`config.mk`:
```
export PLATFORM = sky130hd
export DESIGN_NAME = neighbor_scan_ctrl
export DESIGN_NICKNAME = d
export VERILOG_FILES = /design/src/rtl/neighbor_scan_ctrl.sv
export SDC_FILE = /design/constraint.sdc
export NUM_CORES = 1
export LEC_CHECK = 0
export ABC_AREA = 1
export CORE_MARGIN = 10
export CORE_UTILIZATION = 40
export CTS_CLUSTER_SIZE = 14
export DETAILED_ROUTE_END_ITERATION = 10
export GPL_TIMING_DRIVEN = 0
export PLACE_DENSITY_LB_ADDON = 0.1
export SKIP_LAST_GASP = 1
export SYNTH_ARGS = -nofsm -noshare
export SYNTH_HDL_FRONTEND = slang
export SYNTH_SLANG_ARGS = --single-unit
```
`constraint.sdc`:
```
create_clock -name clock -period 4.2 [get_ports clock]
set_clock_uncertainty 0.15 [all_clocks]
set_input_delay 0.42 -clock clock [delete_from_list [all_inputs] [get_ports clock]]
set_output_delay 0.42 -clock clock [all_outputs]
set_load 0.05 [all_outputs]
```
`src/rtl/neighbor_scan_ctrl.sv`:
```
// -----------------------------------------------------------------------------
// neighbor_scan_ctrl
//
// Sequencer and arbiter in front of the shared 2048x8 node memory (16-bit
// big-endian word port, combinational read). On an accepted start it walks the
// neighbour table. Every neighbour whose clusterID differs from this node's
// cluster has its neighborID appended to the betterneighbors table, up to
// MAX_OUT entries. The number written goes to betterneighborCount. While idle,
// the external requester is passed straight through to the memory.
//
// Ports:
//   clock, reset        rising-edge clock, asynchronous active-high reset
//   start               begin a scan (sampled only while idle)
//   my_cluster_id       this node's cluster, latched when start is accepted
//   busy                scan in progress (includes the DONE cycle)
//   done                one-cycle pulse in the final cycle of a scan
//   match_count         neighbours written by the last completed scan
//   overflow            last scan found more than MAX_OUT matches
//   mem_address/_wr_en/_wdata  memory request, muxed between FSM and ext_*
//   mem_rdata           memory read data (combinational)
//   ext_address/_wr_en/_wdata  external requester, honoured only while idle
//   ext_rdata           always equal to mem_rdata
//   ext_grant           1 while idle
// -----------------------------------------------------------------------------
module neighbor_scan_ctrl #(
    parameter logic [15:0] CNT_ADDR      = 16'h068A,
    parameter logic [15:0] NID_BASE      = 16'h0048,
    parameter logic [15:0] CID_BASE      = 16'h00C8,
    parameter logic [15:0] OUT_BASE      = 16'h0668,
    parameter logic [15:0] OUT_CNT_ADDR  = 16'h068C,
    parameter int unsigned MAX_NEIGHBORS = 64,
    parameter int unsigned MAX_OUT       = 16
) (
    input  logic        clock,
    input  logic        reset,
    input  logic        start,
    input  logic [15:0] my_cluster_id,
    output logic        busy,
    output logic        done,
    output logic [4:0]  match_count,
    output logic        overflow,
    output logic [15:0] mem_address,
    output logic        mem_wr_en,
    output logic [15:0] mem_wdata,
    input  logic [15:0] mem_rdata,
    input  logic [15:0] ext_address,
    input  logic        ext_wr_en,
    input  logic [15:0] ext_wdata,
    output logic [15:0] ext_rdata,
    output logic        ext_grant
);

    localparam logic [15:0] MAX_NB_16 = 16'(MAX_NEIGHBORS);
    localparam logic [6:0]  MAX_NB_7  = 7'(MAX_NEIGHBORS);
    localparam logic [4:0]  MAX_OUT_5 = 5'(MAX_OUT);

    typedef enum logic [2:0] {
        S_IDLE,
        S_RD_CNT,
        S_RD_CID,
        S_RD_NID,
        S_WR_OUT,
        S_NEXT,
        S_WR_CNT,
        S_DONE
    } state_t;

    state_t      state_q;
    logic [15:0] my_cid_q;
    logic [6:0]  cnt_q;
    logic [5:0]  idx_q;
    logic [4:0]  found_q;
    logic [15:0] nid_q;
    logic        busy_q;
    logic        done_q;
    logic [4:0]  match_count_q;
    logic        overflow_q;

    // Neighbour count as read from memory, clamped to the table size.
    logic [6:0]  cnt_d;
    // idx is the last valid entry; cnt_q >= 1 whenever the walk is running.
    logic        last_entry;

    assign cnt_d      = (mem_rdata > MAX_NB_16) ? MAX_NB_7 : mem_rdata[6:0];
    assign last_entry = ({1'b0, idx_q} == (cnt_q - 7'd1));

    always_ff @(posedge clock or posedge reset) begin
        if (reset) begin
            state_q       <= S_IDLE;
            my_cid_q      <= 16'h0000;
            cnt_q         <= 7'd0;
            idx_q         <= 6'd0;
            found_q       <= 5'd0;
            nid_q         <= 16'h0000;
            busy_q        <= 1'b0;
            done_q        <= 1'b0;
            match_count_q <= 5'd0;
            overflow_q    <= 1'b0;
        end else begin
            case (state_q)
                S_IDLE: begin
                    if (start) begin
                        my_cid_q   <= my_cluster_id;
                        idx_q      <= 6'd0;
                        found_q    <= 5'd0;
                        overflow_q <= 1'b0;
                        busy_q     <= 1'b1;
                        state_q    <= S_RD_CNT;
                    end
                end
                S_RD_CNT: begin
                    cnt_q <= cnt_d;
                    if (cnt_d == 7'd0) begin
                        state_q <= S_WR_CNT;
                    end else begin
                        state_q <= S_RD_CID;
                    end
                end
                S_RD_CID: begin
                    if (mem_rdata != my_cid_q) begin
                        if (found_q != MAX_OUT_5) begin
                            state_q <= S_RD_NID;
                        end else begin
                            // Table already full: remember the loss, skip entry.
                            overflow_q <= 1'b1;
                            state_q    <= S_NEXT;
                        end
                    end else begin
                        state_q <= S_NEXT;
                    end
                end
                S_RD_NID: begin
                    nid_q   <= mem_rdata;
                    state_q <= S_WR_OUT;
                end
                S_WR_OUT: begin
                    found_q <= found_q + 5'd1;
                    state_q <= S_NEXT;
                end
                S_NEXT: begin
                    if (last_entry) begin
                        state_q <= S_WR_CNT;
                    end else begin
                        idx_q   <= idx_q + 6'd1;
                        state_q <= S_RD_CID;
                    end
                end
                S_WR_CNT: begin
                    // done is registered so it is high exactly during DONE.
                    done_q  <= 1'b1;
                    state_q <= S_DONE;
                end
                S_DONE: begin
                    done_q        <= 1'b0;
                    busy_q        <= 1'b0;
                    match_count_q <= found_q;
                    state_q       <= S_IDLE;
                end
                default: begin
                    state_q <= S_IDLE;
                end
            endcase
        end
    end

    // Memory port mux: the external requester owns the memory only in IDLE;
    // in every other state its write enable is blocked.
    always_comb begin
        mem_address = 16'h0000;
        mem_wr_en   = 1'b0;
        mem_wdata   = 16'h0000;
        case (state_q)
            S_IDLE: begin
                mem_address = ext_address;
                mem_wr_en   = ext_wr_en;
                mem_wdata   = ext_wdata;
            end
            S_RD_CNT: begin
                mem_address = CNT_ADDR;
            end
            S_RD_CID: begin
                mem_address = CID_BASE + {9'b0, idx_q, 1'b0};
            end
            S_RD_NID: begin
                mem_address = NID_BASE + {9'b0, idx_q, 1'b0};
            end
            S_WR_OUT: begin
                mem_address = OUT_BASE + {10'b0, found_q, 1'b0};
                mem_wr_en   = 1'b1;
                mem_wdata   = nid_q;
            end
            S_WR_CNT: begin
                mem_address = OUT_CNT_ADDR;
                mem_wr_en   = 1'b1;
                mem_wdata   = {11'b0, found_q};
            end
            default: begin
            end
        endcase
    end

    assign ext_rdata   = mem_rdata;
    assign ext_grant   = (state_q == S_IDLE);
    assign busy        = busy_q;
    assign done        = done_q;
    assign match_count = match_count_q;
    assign overflow    = overflow_q;

endmodule

```
==> PnR_summary.wiki, run 1 <==
{| class="wikitable"
! Metric !! Value
|-
| Reported max-cap violation count || 0
|-
| Sequential fraction of the synthesis area || 0.385
|-
| Post-synthesis instance area || ~4000 um^2
|-
| Cell types with the highest counts after synthesis || nand2_1 (179), inv_1 (65), dfrtp_1 (61)
|-
| DRC viols || 0
|-
| Remaining global-route overflow || 0
|-
| Largest buffer count on any clock path || 2
|-
| Clock buffer count from CTS || 9
|-
| Multi-input logic area || 1910 um^2
|-
| Crit Path Class || register to primary output
|-
| Number of nets in the final layout || 766
|-
| VDD IR max || between 0.3 and 0.4 mV
|-
| Area leader, netlist || dfrtp_1
|-
| Headroom to the max-slew limit || 0.643
|-
| Transition time of the tightest slew-check pin || 533 ps
|-
| Critical-path cell list || nor2_2 -> nand2_4 -> inv_2 -> buf_2 -> nand2_1 -> o2111ai_1 -> clkdlybuf4s50_1
|-
| First-iteration detailed-routing DRC count || around 230
|-
| Biggest area contributors in the synthesized netlist || dfrtp_1 (38%), nand2_1 (17%), inv_1 (6.1%)
|-
| Count of port buffers added during placement || around 130
|-
| Core Area || approximately 9700 um^2
|-
| Routed Antenna Nets || 0
|-
| Dominant synthesized flop cell || dfrtp_1
|-
| Detailed-route wire length || approximately 13,000 um
|-
| Hold-fix buffer count after cts || 0
|-
| Static leakage || roughly 2.7 nW
|-
| Max-slew violation total from the final report || 0
|-
| Area Overhead vs Synth || 41.6%
|-
| Yosys warning total || 0
|-
| Count leader, synth || nand2_1
|-
| Least setup slack across all paths after layout || a little over 900 ps
|-
| Worst hold-check path type || input pin to async pin
|-
| Count of endpoints failing hold in the final timing report || 0
|-
| Worst slack at placement || 1270 ps
|-
| Highest Clock Rate || approximately 300 MHz
|-
| Global-route wire length before repair || between 20,000 and 25,000 um
|-
| EDFF count, synth || 0
|-
| Vias per Instance || 4.83
|-
| I/O Pins || between 100 and 150
|-
| Die width || roughly 120 um
|-
| Critical-path top delay cell || clkdlybuf4s50_1
|-
| Number of setup violations in the final report || 0
|-
| Data required, critical path || 3630 ps
|-
| Max H-tree Level || 3
|-
| Crit end category || primary output
|-
| Proportion of register bits with asynchronous set or reset after synthesis || 1.00
|-
| Via count of the first global-routing pass || about 4,000
|-
| Final worst path period need || around 3300 ps
|-
| Clock-pin slew on the worst setup and hold paths || roughly 70 ps
|-
| Floorplan die height || between 100 and 150 um
|-
| Data arrival, critical path || about 2700 ps
|-
| Routed via count || approximately 4,000
|-
| CTS tree || done
|-
| Initial core utilization || 0.408
|-
| Antenna diode count || 0
|-
| Layout cell share with drive strength beyond 1 || 0.143
|-
| Initial antenna violation count || 0
|-
| Final RePlAce weighted congestion || around 0.88
|-
| Outcome || completed
|-
| Std cell rows || 36
|-
| Post-route total power || between 3 and 4 mW
|-
| Largest driver fanout on the critical path || 10
|-
| Count of unique library cells instantiated by Yosys || 35
|-
| DIE AREA || approximately 14,000 um^2
|-
| Flip-flop and latch area || ~1500 um^2
|-
| Clock latency on the worst-skew pair || ~350 ps
|-
| GRT Util Overall || 0.177
|-
| Pin count of the biggest net entering global routing || ~40
|-
| Delay contributed by the slowest stage of the critical path || 860 ps
|-
| Post-route setup TNS || 0 ps
|-
| Post-CTS setup buffers || 0
|-
| Total power density per cell area || 686 nW/um^2
|-
| Dpl hpwl || around 10000 um
|-
| Buffer cell driving the clock tree root || clkbuf_8
|-
| Post-synth top area share || 0.385
|-
| Net Count, Synth || about 630
|-
| Cells after synthesis || 553
|-
| Kind of start point of the critical path || register
|-
| Total of cells resized after clock tree synthesis || 0
|-
| Drt wl/cell || roughly 15 um
|-
| Setup repair after global routing missed its margin || false
|-
| Total clock sinks || between 60 and 70
|-
| Average footprint of a synthesized cell || just over 7 um^2
|-
| Layout fillers || about 940
|-
| Minimum hold slack || 274 ps
|-
| Number of optimization iterations in the first detailed-route pass || 5
|-
| Final Cycle Share || 0.784
|-
| Total of flip-flops plus latches after synthesis || slightly above 60
|}
==> placed cells by master (no fill, tap or decap), types with 2 or more instances in the layout <==
cell,Yosys,routed
nor2_4,4,4
a22o_1,6,6
inv_2,16,17
inv_1,65,64
nor2_1,45,45
nand2_4,3,3
nand2_2,11,11
buf_6,4,4
o21ai_0,25,25
buf_2,8,8
xor2_1,7,7
nand3_1,32,32
dfrtp_1,61,61
ha_1,8,8
nand4_1,4,4
clkdlybuf4s50_1,0,125
a21oi_1,2,2
clkbuf_1,1,2
nand3_2,2,2
o21ai_2,11,11
o21ai_1,15,15
nor2_2,5,5
bufinv_16,0,2
nand2_1,179,179
xnor2_1,2,2
o211ai_1,7,7
o221ai_1,2,2
o22ai_1,2,2
buf_4,18,18
clkbuf_8,0,10
==> cell type report <==
| type | count | area share |
|---|---|---|
| clock inverters | 4 | 0.0129 |
| inverters | 81 | 0.0541 |
| repair buffers | 126 | 0.226 |
| flip-flops and latches | 61 | 0.272 |
| plain buffers | 31 | 0.0399 |
| clock buffers | 11 | 0.0252 |
| well taps | 133 | 0.0296 |
| multi-input cells | 380 | 0.340 |
==> flip-flops by register name, indices dropped and copies added, names as in the netlist <==
name,flops
busy,1
cnt_q,7
done,1
found_q,5
idx_q,6
match_count,5
my_cid_q,16
nid_q,16
overflow,1
state_q,3
==> worst paths after layout <==
| kind | cells after the start | endpoint | from | slack, ps |
|---|---|---|---|---|
| min in group clock | 2 | busy | busy | 330 |
| max in group asynchronous | 3 | cnt_q[0] | reset | 3020 |
| setup / recovery | 7 | mem_address[7] | state_q[1] | 910 |
| hold reg to reg | 2 | busy | busy | 330 |
| setup reg to reg | 13 | idx_q[1] | cnt_q[0] | 2230 |
| hold / removal | 2 | busy | reset | 270 |
==> where the power goes <==
group / switching, mW / total, mW / internal, mW
clock: 0.233 / 0.579 / 0.346
sequential: 0.150 / 0.958 / 0.809
combinational: 1.55 / 2.32 / 0.767
total: 1.93 / 3.86 / 1.92
==> per-layer routing <==
layer,track usage,vias to the layer above,share of wire
met3,0.0474,11,0.069
met5,0,-,0
met1,0.226,1854,0.46
met4,0.0551,0,0.012
li1,-,1998,-
met2,0.287,134,0.46
==> cells by family after synthesis <==
logic type | count (synthesis) | share of synthesized area
buffers and inverters | 112 | 0.133
DFF | 61 | 0.385
adders and majority gates | 8 | 0.0252
and+or+nand+nor | 288 | 0.316
AOI/OAI and AO/OA | 75 | 0.121
xor gates and xnor gates | 9 | 0.0199
==> through the flow <==
stage,cell area (um^2),instances,utilization
5_1_grt,5620,827,0.578
6_report,5620,827,0.578
3_5_place_dp,5410,812,0.556
4_1_cts,5620,827,0.578
3_3_place_gp,5390,811,0.553
2_1_floorplan,3970,553,-
==> critical path, delay by kind of cell (launching register included) <==
| family | cells | cell delay, ps |
|---|---|---|
| AOI/OAI and AO/OA | 1 | 120 |
| DFF | 1 | 450 |
| and+or+nand+nor | 3 | 440 |
| buffers and inverters | 3 | 1360 |
Note: power is estimated with default switching activity, not from simulation.
==> run 2, diff against run 1 <==
- clock period: 4.2 -> 2.6 ns (I/O delays scaled with it)
==> PnR_summary.wiki, run 2 (synthesis gave the netlist of run 1 again) <==
{| class="wikitable"
! Metric !! Value
|-
| Final Cycle Share || 0.984
|-
| Flip-flop and latch area || 1530 um^2 (unchanged)
|-
| Routed Antenna Nets || 0 (unchanged)
|-
| Clock-pin slew on the worst setup and hold paths || 70 ps (about the same)
|-
| Antenna diode count || 0 (unchanged)
|-
| DIE AREA || 14,300 um^2 (unchanged)
|-
| Highest Clock Rate || between 300 and 400 MHz
|-
| Core Area || 9730 um^2 (unchanged)
|-
| Data arrival, critical path || 2150 ps (-570 ps)
|-
| Initial core utilization || 0.408 (unchanged)
|-
| Crit end category || primary output
|-
| Count of endpoints failing hold in the final timing report || 0 (unchanged)
|-
| Post-Route Utilization || 0.569 (-0.00887)
|-
| Detailed-route wire length || 12,600 um (about the same)
|-
| Floorplan die height || 120 um (unchanged)
|-
| Clock latency on the worst-skew pair || 350 ps (about the same)
|-
| Largest driver fanout on the critical path || 9 (-1)
|-
| Reported max-cap violation count || 0 (unchanged)
|-
| First-iteration detailed-routing DRC count || 244 (+7.5%)
|-
| Dpl hpwl || 9990 um (unchanged)
|-
| GRT Util Overall || 0.177 (-0.000196)
|-
| Count of port buffers added during placement || 125 (unchanged)
|-
| Layout cell share with drive strength beyond 1 || 0.177 (+0.0346)
|-
| Number of setup violations in the final report || 0 (unchanged)
|-
| DRC viols || 0 (unchanged)
|-
| Commonest non-fill, non-tap cell in the layout || nand2_1
|-
| Worst hold-check path type || input pin to async pin
|-
| Final RePlAce weighted congestion || 0.881 (unchanged)
|-
| Data required, critical path || 2190 ps (-1440 ps)
|-
| Area Overhead vs Synth || 39.5%
|-
| Via count of the first global-routing pass || 4,006 (-0.12%)
|-
| Drt wl/cell || 15.3 um (about the same)
|-
| Multi-input logic area || 1920 um^2 (+0.13%)
|-
| Total power density per cell area || 1100 nW/um^2 (+60%)
|-
| Outcome || completed
|-
| Post-route setup TNS || 0 ps (unchanged)
|-
| Final worst path period need || 2560 ps
|-
| Max-slew violation total from the final report || 0 (unchanged)
|-
| Static leakage || 2.74 nW (+1.5%)
|-
| Crit Path Class || register to primary output
|-
| Setup repair after global routing missed its margin || true
|-
| Transition time of the tightest slew-check pin || 523 ps (-10.1 ps)
|-
| Total clock sinks || 61 (unchanged)
|-
| Buffer cell driving the clock tree root || clkbuf_8
|-
| Registers with the most flip-flops || my_cid_q x16, nid_q x16, cnt_q x7
|-
| Largest buffer count on any clock path || 2 (unchanged)
|-
| Remaining global-route overflow || 0 (unchanged)
|-
| Layout fillers || 957 (+1.6%)
|-
| Initial antenna violation count || 0 (unchanged)
|-
| Routed via count || 4,001 (+0.10%)
|-
| Number of optimization iterations in the first detailed-route pass || 5 (unchanged)
|-
| Hold-fix buffer count after cts || 0 (unchanged)
|-
| Kind of start point of the critical path || register
|-
| Pin count of the biggest net entering global routing || 41 (unchanged)
|-
| VDD IR max || 0.463 mV (+46%)
|-
| CTS tree || done
|-
| Global-route wire length before repair || 20,800 um (-0.17%)
|-
| I/O Pins || 126 (unchanged)
|-
| Std cell rows || 36 (unchanged)
|-
| Max H-tree Level || 3 (unchanged)
|-
| Number of nets in the final layout || 766 (unchanged)
|-
| Clock buffer count from CTS || 9 (unchanged)
|-
| Headroom to the max-slew limit || 0.651 (+0.00736)
|-
| Vias per Instance || 4.84 (+0.10%)
|-
| Top library cells by usage in the layout, fill and taps aside || nand2_1 (178), clkdlybuf4s50_1 (98), inv_1 (64)
|-
| Die width || 120 um (unchanged)
|}
==> run 2: cell types whose count changed in the layout (fill, tap and decap cells not counted), sizes merged <==
cell and delta:
dlygate4sd2 +4, clkdlybuf4s15 +3, clkbuf +4, clkdlybuf4s50 -27
buf +16
==> run 2: what timing repair did <==
item                                    in CTS  in global routing
pin swaps                                    0                  0
gates resized for setup                    105                 17
endpoints found under the setup margin      27                 23
setup buffers                                0                  0
==> run 2: worst paths after layout <==
path	startpoint	endpoint	slack (ps)	depth (start not counted)
setup / recovery	state_q[0]	mem_address[14]	40	4
hold / removal	reset	busy	110	2
setup reg to reg	cnt_q[0]	idx_q[1]	630	13
hold reg to reg	busy	busy	330	2
max in group asynchronous	reset	cnt_q[0]	1580	3
min in group clock	my_cluster_id[2]	my_cid_q[2]	300	3
==> run 2: layer usage <==
layer,track usage,part of all wire,up-vias,wire [um]
met1,0.225,0.46,1857,5860
met5,0,0,-,0
met2,0.288,0.46,135,5790
met4,0.0551,0.011,0,140
met3,0.0478,0.068,12,856
li1,-,-,1997,-
==> run 2: area by class of cell <==
| class | count | share of cell area |
|---|---|---|
| Clock inverter | 4 | 0.0131 |
| Sequential cell | 61 | 0.276 |
| Inverter | 81 | 0.0559 |
| Buffer | 31 | 0.0414 |
| Clock buffer | 11 | 0.0256 |
| Tap cell | 133 | 0.0301 |
| Timing Repair Buffer | 126 | 0.212 |
| Multi-Input combinational cell | 380 | 0.346 |
==> run 2: power breakdown <==
group          switching (mW)  leakage [nW]  internal, mW  total (mW)
Sequential              0.245         0.777          1.31        1.55
Combinational            2.51          1.86          1.07        3.57
Clock                   0.381         0.105         0.559       0.940
==> run 2: stage by stage <==
| stage | area (um^2) | worst slack, ps | std cells | hold WS, ps | power, mW |
|---|---|---|---|---|---|
| after floorplan | 3970 | 170 | 553 | 227 | 4.09 |
| after global placement | 5390 | -485 | 811 | 310 | 5.26 |
| after detailed placement | 5410 | -173 | 812 | 321 | 5.32 |
| after CTS | 5560 | -187 | 827 | 120 | 6.12 |
| after global routing | 5530 | -32.1 | 827 | 155 | 6.46 |
| final | 5530 | 40.7 | 827 | 112 | 6.06 |
==> run 2: worst max-delay path: stages (launching register included) <==
cell	delay [ps]
dfrtp_1	430
nor2_2	260
nand2_4	160
nor2_1	120
clkdlybuf4s50_1	820
==> run 3, diff against run 2 <==
- RECOVER_POWER: not set -> 25
==> PnR_summary.wiki, run 3 (synthesis gave the netlist of run 1 again) <==
{| class="wikitable"
! Metric !! Value
|-
| Worst hold-check path type || input pin to register
|-
| Crit end category || primary output
|-
| Number of optimization iterations in the first detailed-route pass || 5 (unchanged)
|-
| First-iteration detailed-routing DRC count || 243 (-0.41%)
|-
| Crit Path Class || register to primary output
|-
| Global-route wire length before repair || 20,800 um (unchanged)
|-
| Drt wl/cell || 15.3 um (about the same)
|-
| Commonest non-fill, non-tap cell in the layout || nand2_1
|-
| CTS tree || done
|-
| # placed instances || 812 (unchanged)
|-
| Detailed-route wire length || 12,600 um (about the same)
|-
| Via count of the first global-routing pass || 4,006 (unchanged)
|-
| Data required, critical path || 2190 ps (about the same)
|-
| Headroom to the max-slew limit || 0.329 (-0.322)
|-
| Floorplan die height || 120 um (unchanged)
|-
| Clock-pin slew on the worst setup and hold paths || 70 ps (about the same)
|-
| Static leakage || 2.73 nW (-0.14%)
|-
| Initial core utilization || 0.408 (unchanged)
|-
| Highest Clock Rate || 391 MHz (about the same)
|-
| Transition time of the tightest slew-check pin || 1010 ps (+484 ps)
|-
| I/O Pins || 126 (unchanged)
|-
| Final Cycle Share || 0.984 (about the same)
|-
| Least setup slack across all paths after layout || 40.8 ps (+0.0606 ps)
|-
| Vias per Instance || 4.85 (+0.17%)
|-
| Number of setup violations in the final report || 0 (unchanged)
|-
| Clock latency on the worst-skew pair || 350 ps (about the same)
|-
| Die width || 120 um (unchanged)
|-
| Setup repair after global routing missed its margin || true
|-
| Data arrival, critical path || 2150 ps (about the same)
|-
| Remaining global-route overflow || 0 (unchanged)
|-
| Routed via count || 4,008 (+0.17%)
|-
| Flip-flop and latch area || 1530 um^2 (unchanged)
|-
| Multi-input logic area || 1920 um^2 (unchanged)
|-
| Final non-filler cell total || 827 (unchanged)
|-
| Dpl hpwl || 9990 um (unchanged)
|-
| Layout fillers || 959 (+0.21%)
|-
| Routed Antenna Nets || 0 (unchanged)
|-
| Max-slew violation total from the final report || 0 (unchanged)
|-
| Largest driver fanout on the critical path || 9 (unchanged)
|-
| Post-route setup TNS || 0 ps (unchanged)
|-
| Largest buffer count on any clock path || 2 (unchanged)
|-
| Std cell rows || 36 (unchanged)
|-
| Core Area || 9730 um^2 (unchanged)
|-
| Buffer cell driving the clock tree root || clkbuf_8
|-
| Antenna diode count || 0 (unchanged)
|-
| GRT Util Overall || 0.177 (unchanged)
|-
| Critical-path cell list || nor2_2 -> nand2_4 -> nor2_1 -> clkdlybuf4s50_1
|-
| Number of nets in the final layout || 766 (unchanged)
|-
| Hold-fix buffer count after cts || 0 (unchanged)
|-
| Final RePlAce weighted congestion || 0.881 (unchanged)
|-
| DIE AREA || 14,300 um^2 (unchanged)
|-
| Delay contributed by the slowest stage of the critical path || 820 ps (about the same)
|-
| Final worst path period need || 2560 ps (-0.0606 ps)
|-
| Count of endpoints failing hold in the final timing report || 0 (unchanged)
|-
| Total clock sinks || 61 (unchanged)
|-
| R2R Setup Slk || 640 ps (about the same)
|-
| Critical-path top delay cell || clkdlybuf4s50_1
|-
| Reported max-cap violation count || 0 (unchanged)
|-
| Area Overhead vs Synth || 39.1%
|-
| Post-CTS setup buffers || 0 (unchanged)
|-
| VDD IR max || 0.463 mV (about the same)
|-
| Max H-tree Level || 3 (unchanged)
|-
| Top library cells by usage in the layout, fill and taps aside || nand2_1 (178), clkdlybuf4s50_1 (97), inv_1 (65)
|-
| Pin count of the biggest net entering global routing || 41 (unchanged)
|-
| DRC viols || 0 (unchanged)
|-
| Outcome || completed
|-
| Registers with the most flip-flops || my_cid_q x16, nid_q x16, cnt_q x7
|-
| Worst slack at placement || -173 ps (unchanged)
|-
| Kind of start point of the critical path || register
|-
| Layout cell share with drive strength beyond 1 || 0.176 (-0.00144)
|-
| Total power density per cell area || 1100 nW/um^2 (+0.21%)
|-
| Initial antenna violation count || 0 (unchanged)
|-
| Clock buffer count from CTS || 9 (unchanged)
|-
| Count of port buffers added during placement || 125 (unchanged)
|}
==> run 3: worst paths after layout <==
check | from | to | depth (start not counted)
max in group asynchronous | reset | cnt_q[0] | 3
min in group asynchronous | reset | busy | 2
min reg2reg | busy | busy | 2
max | state_q[0] | mem_address[14] | 4
max reg2reg | cnt_q[0] | idx_q[1] | 13
min | my_cluster_id[2] | my_cid_q[2] | 3
==> run 3: power by group <==
group | total (mW) | switching [mW] | internal, mW
clock network | 0.940 | 0.380 | 0.559
logic | 3.57 | 2.51 | 1.06
registers | 1.55 | 0.245 | 1.31
total | 6.06 | 3.13 | 2.93
==> run 3: final cells by class <==
type | count | share of cell area
Multi-Input combinational cell | 380 | 0.347
Sequential cell | 61 | 0.277
Timing Repair Buffer | 126 | 0.210
Inverter | 81 | 0.0560
Buffer | 31 | 0.0415
Tap cell | 133 | 0.0302
Clock buffer | 11 | 0.0256
Clock inverter | 4 | 0.0132
==> run 3: critical path: cells and delay by family (launching register included) <==
kind          cells  cell delay [ps]
flops             1              430
buf+inv           1              820
simple gates      3              540
==> run 3: per-stage QoR <==
| stage | cell area, um^2 | utilization | hold slack [ps] | power (mW) |
|---|---|---|---|---|
| after floorplan | 3970 | - | 227 | 4.09 |
| after global placement | 5390 | 0.553 | 310 | 5.26 |
| after detailed placement | 5410 | 0.556 | 321 | 5.32 |
| after CTS | 5560 | 0.571 | 120 | 6.12 |
| after global routing | 5520 | 0.567 | 312 | 6.46 |
| final | 5520 | 0.567 | 304 | 6.06 |
==> run 3: what timing repair did <==
action                     in CTS  in global routing
gates cloned                    0                  0
gates resized for setup       105                 17
setup endpoints to repair      27                 23
==> run 3: routing by layer <==
metal	track usage	vias to the layer above	wire [um]
met5	0	-	0
met3	0.0478	12	852
met4	0.0551	0	140
met1	0.225	1864	5860
met2	0.288	135	5790
li1	-	1997	-
==> variant 1 (settings of run 3) <==
Make the reset (`reset`) synchronous in one clocked block. Comments in the files are not updated.
--- a/src/rtl/neighbor_scan_ctrl.sv
+++ b/src/rtl/neighbor_scan_ctrl.sv
@@ -85,5 +85,5 @@
     assign last_entry = ({1'b0, idx_q} == (cnt_q - 7'd1));
 
-    always_ff @(posedge clock or posedge reset) begin
+    always_ff @(posedge clock) begin
         if (reset) begin
             state_q       <= S_IDLE;
Behaviour: differs if reset is asserted again (counterexample within 4 cycles, from zero or initial values and one cycle with reset high); with reset held inactive, the same outputs for 10 cycles.
==> variant 1 against run 3 <==
- via count down 0.97%
- die area is 7.4% lower
- critical path type unchanged
- hold slack lost 0.0049 ns
- sequential cell count is the same
- highest routed layer unchanged
- routed wire length fell by 1.7%
- final cell count down 4.6%
- design area fell by 6.7%
- area after synthesis decreased by 8.9%
- largest cell class unchanged
- setup slack better by 0.10 ns
Power is not compared: it rests on default switching activity, and its combinational part moved more than twofold at a synthesized area within 25%.
==> variant 1: results (changes against run 3) <==
Run status
  • Run status: finished clean

Route
  • Vias/cell: 5.03 (+3.8%)
  • 1st-pass router iterations: 4 (-1)

Synthesis
  • Xor/xnor cell area share of the yosys netlist: 4.36% (+2.4 points)
  • Top post-synthesis cells by area: dfxtp_1, nand2_1, nor2_1, o21ai_0, inv_1
  • Post-Synth Adder-Cell Area: 2.77% (+0.25 points)
  • Sequential cell area fraction in the yosys report: 33.8% (-4.7 points)
  • Avg Inst Size Synth: 6.70 µm² (-6.7%)
  • Synth Net Count: 616 (-2.1%)
  • Post-synth top cells: nand2_1, nor2_1, dfxtp_1
  • Compound-gate portion of the synthesized area: 18.4% (+6.3 points)
  • Yosys cell types: 37 (+5.7%)
  • Asr flop ratio synth: 0% (-100 points)

Finish
  • Final nets: 752 (-1.8%)
  • Layout cells sized above 1: 13.1% (-4.5 points)
  • Fill count: 890 (-7.2%)

Global routing
  • First-pass GRT wire length: 20.2 mm (-2.7%)
  • Largest net degree at the start of global routing: 11 (-73%)
  • Total track usage: 18.9% (+1.2 points)
  • Vias in the first global route: 4,068 (+1.5%)

Hold path
  • WHS Endpoint: match_count[4]
  • Hold Startpoint: match_count[4]
  • Worst Hold Path Cells: 2 (-1)
  • Min-Delay Path Class: reg -> reg

Timing
  • Worst-Margin Slew: 0.584 ns (-0.423 ns)
  • Worst setup margin: 0.145 ns (+0.104 ns)

Setup path
  • CP max stage delay: 0.50 ns (-0.32 ns)
  • Reg2Reg Depth: 7 (-6)
  • Crit-path slowest cell: clkdlybuf4s15_1
  • Reg2reg start: state_q[1]
  • Crit path capture: mem_wdata[8]
  • Crit-path max FO: 10 (+1)

Placed design
  • Dpl ws: -0.140 ns (+0.0327 ns)
  • Dpl hpwl: 9.84 mm (-1.5%)
  • Placed cell area: 0.00500 mm² (-7.5%)
  • Placed Cells: 773 (-4.8%)

Clocking
  • Post-CTS resize count: 85 (-19%)
  • Clk_lat worst skew: 0.34 ns

Floorplanning
  • Die area: 0.0132 mm² (-7.4%)
-- variant 1: cell count changes after synthesis, sizes merged, moves of 5 or more --
| cell | change |
|---|---|
| nand2 | -85 |
| dfrtp | -61 |
| dfxtp | +61 |
| nor2 | +39 |
| a21oi | +37 |
| inv | -19 |
| clkbuf | +10 |
| nand3 | -8 |
| xor2 | +6 |
| a22o | +5 |
| buf | -5 |
-- variant 1: cell type report --
cell class | count | area share (%)
Buffer | 36 | 4.28
Clock buffer | 13 | 3.09
Clock inverter | 3 | 1.31
Inverter | 62 | 4.52
Multi-Input combinational cell | 381 | 37.6
Sequential cell | 61 | 23.8
Tap cell | 108 | 2.63
Timing Repair Buffer | 125 | 22.8
-- variant 1: per-layer routing --
metal / global-route usage (%) / wire, µm / vias to the layer above
li1: - / - / 2002
met1: 22.5 / 5370 / 1827
met2: 31.6 / 5910 / 128
met3: 5.57 / 988 / 12
met4: 6.35 / 157 / 0
met5: 0 / 0 / -
==> variant 2 (config.mk and constraints of run 3) <==
Made on the original files. `MAX_OUT`: 16 -> 8.
--- a/src/rtl/neighbor_scan_ctrl.sv
+++ b/src/rtl/neighbor_scan_ctrl.sv
@@ -30,5 +30,5 @@
     parameter logic [15:0] OUT_CNT_ADDR  = 16'h068C,
     parameter int unsigned MAX_NEIGHBORS = 64,
-    parameter int unsigned MAX_OUT       = 16
+    parameter int unsigned MAX_OUT       = 8
 ) (
     input  logic        clock,
Check against the original RTL: no difference found for any inputs over 10 cycles, from zero or initial values and one cycle with reset high; that may be too few to reach the edited logic, so the function may still have changed.
==> variant 2 against run 3 <==
- synthesized cell count stayed put
- die area is 0.68% lower
- area after synthesis is 0.82% lower
- critical path type unchanged
- fmax is 2.0% higher
- design area is 0.61% lower
- setup slack better by 0.050 ns
- core utilization is 0.085 points lower
- register-to-register slack hardly changed
- via count is 1.9% lower
- total power is 1.8% lower
- count of clock-buffer cells in the layout is 1 higher
- sequential cell count stayed put
- routed wire length is 0.80% lower
==> variant 2: results (changes against run 3) <==
Global routing
  • Vias in the first global route: 4,010 (+0.10%)
  • Total grt overflow: 0 (unchanged)
  • First-pass GRT wire length: 20.5 mm (-1.3%)
  • Total track usage: 17.8% (+0.057 points)
  • Largest net degree at the start of global routing: 42 (+2.4%)
  • Initial antenna violation count: 0 (unchanged)

Setup path
  • Reg2reg start: cnt_q[0]
  • Type of the worst setup path: reg -> out
  • Crit-path slowest cell: dfrtp_1
  • Crit-path max FO: 10 (+1)
  • CP max stage delay: 0.47 ns (-0.35 ns)
  • Cell family with most CP delay: buffers and inverters
  • Crit path from: state_q[1]

Synthesis
  • Top post-synthesis cells by area: dfrtp_1, nand2_1, inv_1, nor2_1, nand3_1
  • Xor/xnor cell area share of the yosys netlist: 2.45% (+0.46 points)
  • Sequential cell area fraction in the yosys report: 38.8% (+0.32 points)
  • Asr flop ratio synth: 100% (unchanged)
  • Yosys cell types: 34 (-2.9%)
  • Compound-gate portion of the synthesized area: 12.1% (about the same)
  • YS warnings: 0 (unchanged)
  • Synth Net Count: 629 (unchanged)
  • Post-synth top cells: nand2_1, inv_1, dfrtp_1
  • Mux contribution to synthesized area: 0% (unchanged)
  • Avg Inst Size Synth: 7.12 µm² (-0.82%)
  • Post-Synth Adder-Cell Area: 2.54% (+0.021 points)

Placed design
  • Dpl hpwl: 9.90 mm (-0.95%)
  • Placed Cells: 812 (unchanged)
  • RePlAce Congestion: 0.871 (-1.1%)
  • I/O Buffers: 125 (unchanged)

Hold path
  • Min-Delay Path Class: in -> reg
  • Hold Startpoint: my_cluster_id[10]

Run status
  • Run status: finished clean

Clocking
  • Longest Clk Path Bufs: 2 (unchanged)
  • Clk_lat worst skew: 0.35 ns (about the same)
  • Clock root cell: clkbuf_8
  • H-tree depth: 3 (unchanged)
  • Number of buffers created by CTS: 9 (unchanged)
  • Post-CTS Setup Inserts: 0 (unchanged)

Route
  • 1st-pass router iterations: 5 (unchanged)
  • Vias/cell: 4.75 (-2.0%)
  • Initial DRC Count: 266 (+9.5%)
  • Routed length per placed instance: 15.1 µm (-0.92%)

Finish
  • Final nets: 766 (unchanged)
  • Commonest non-fill, non-tap cell in the layout: nand2_1
  • Antenna fix cells: 0 (unchanged)
  • Layout cells sized above 1: 15.3% (-2.3 points)
  • Largest regs: my_cid_q: 16 flops, nid_q: 16 flops, cnt_q: 7 flops
  • Fill count: 974 (+1.6%)
  • Final non-filler cell total: 828 (+0.12%)

Timing
  • Final setup vio count: 0 (unchanged)
  • TNS Setup: 0 ns (unchanged)
  • Max-Slew Margin vs Limit: 29.6% (-3.2 points)

Power
  • Lkg Pwr: 2.72 nW (-0.49%)
  • Maximum VDD drop: 0.545 mV (+18%)
==> variant 2: logic make-up after synthesis <==
family                     Yosys count
AOI/OAI and AO/OA                   74
adders and majority gates            8
DFF                                 61
and+or+nand+nor                    289
xor gates and xnor gates            11
buffers and inverters              110
==> variant 2: final cells by class <==
cell class / instances / area (µm²) / share of cell area, %
Multi-Input combinational cell: 382 / 1900 / 34.7
Sequential cell: 61 / 1530 / 27.8
Timing Repair Buffer: 126 / 1180 / 21.6
Inverter: 79 / 299 / 5.45
Buffer: 31 / 214 / 3.90
Tap cell: 133 / 166 / 3.03
Clock buffer: 12 / 145 / 2.65
Clock inverter: 4 / 47.5 / 0.867
==> variant 2: report_power, final <==
group	leakage, nW	internal (mW)	switching, mW	total, mW
sequential	0.777	1.31	0.260	1.57
combinational	1.85	1.06	2.48	3.53
clock	0.0964	0.466	0.388	0.854
==> variant 2: timing repair <==
item,4_1_cts,5_1_grt
setup endpoints to repair,27,30
resized for setup,103,20
hold buffers,0,0
==> variant 2: tightest hold or removal path, stage by stage <==
cell and delay, ns:
clkdlybuf4s50_1 0.39, nand2_1 0.06, nand2_1 0.04
==> variant 2: final timing paths <==
| kind | end | slack (ns) | depth (start not counted) |
|---|---|---|---|
| max | mem_wdata[4] | 0.09 | 7 |
| min | my_cid_q[10] | 0.29 | 3 |
| max reg2reg | idx_q[4] | 0.64 | 13 |
| min reg2reg | busy | 0.33 | 2 |
| max in group asynchronous | cnt_q[1] | 0.40 | 3 |
| min in group asynchronous | busy | 0.37 | 2 |
==> variant 2: layer usage <==
layer	part of all wire (%)	track usage [%]
met1	44	22.1
met2	48	29.0
met3	5.7	5.29
met4	1.8	5.34
met5	0	0
==> variant 2: per-stage QoR <==
step                setup WS (ns)  power [mW]  area, µm²
floorplan                   0.141        4.04       3940
global placement           -0.519        5.22       5350
detailed placement         -0.162        5.27       5370
CTS                        -0.254        5.99       5500
global route            0.0000582        6.34       5480
finish                     0.0906        5.95       5480
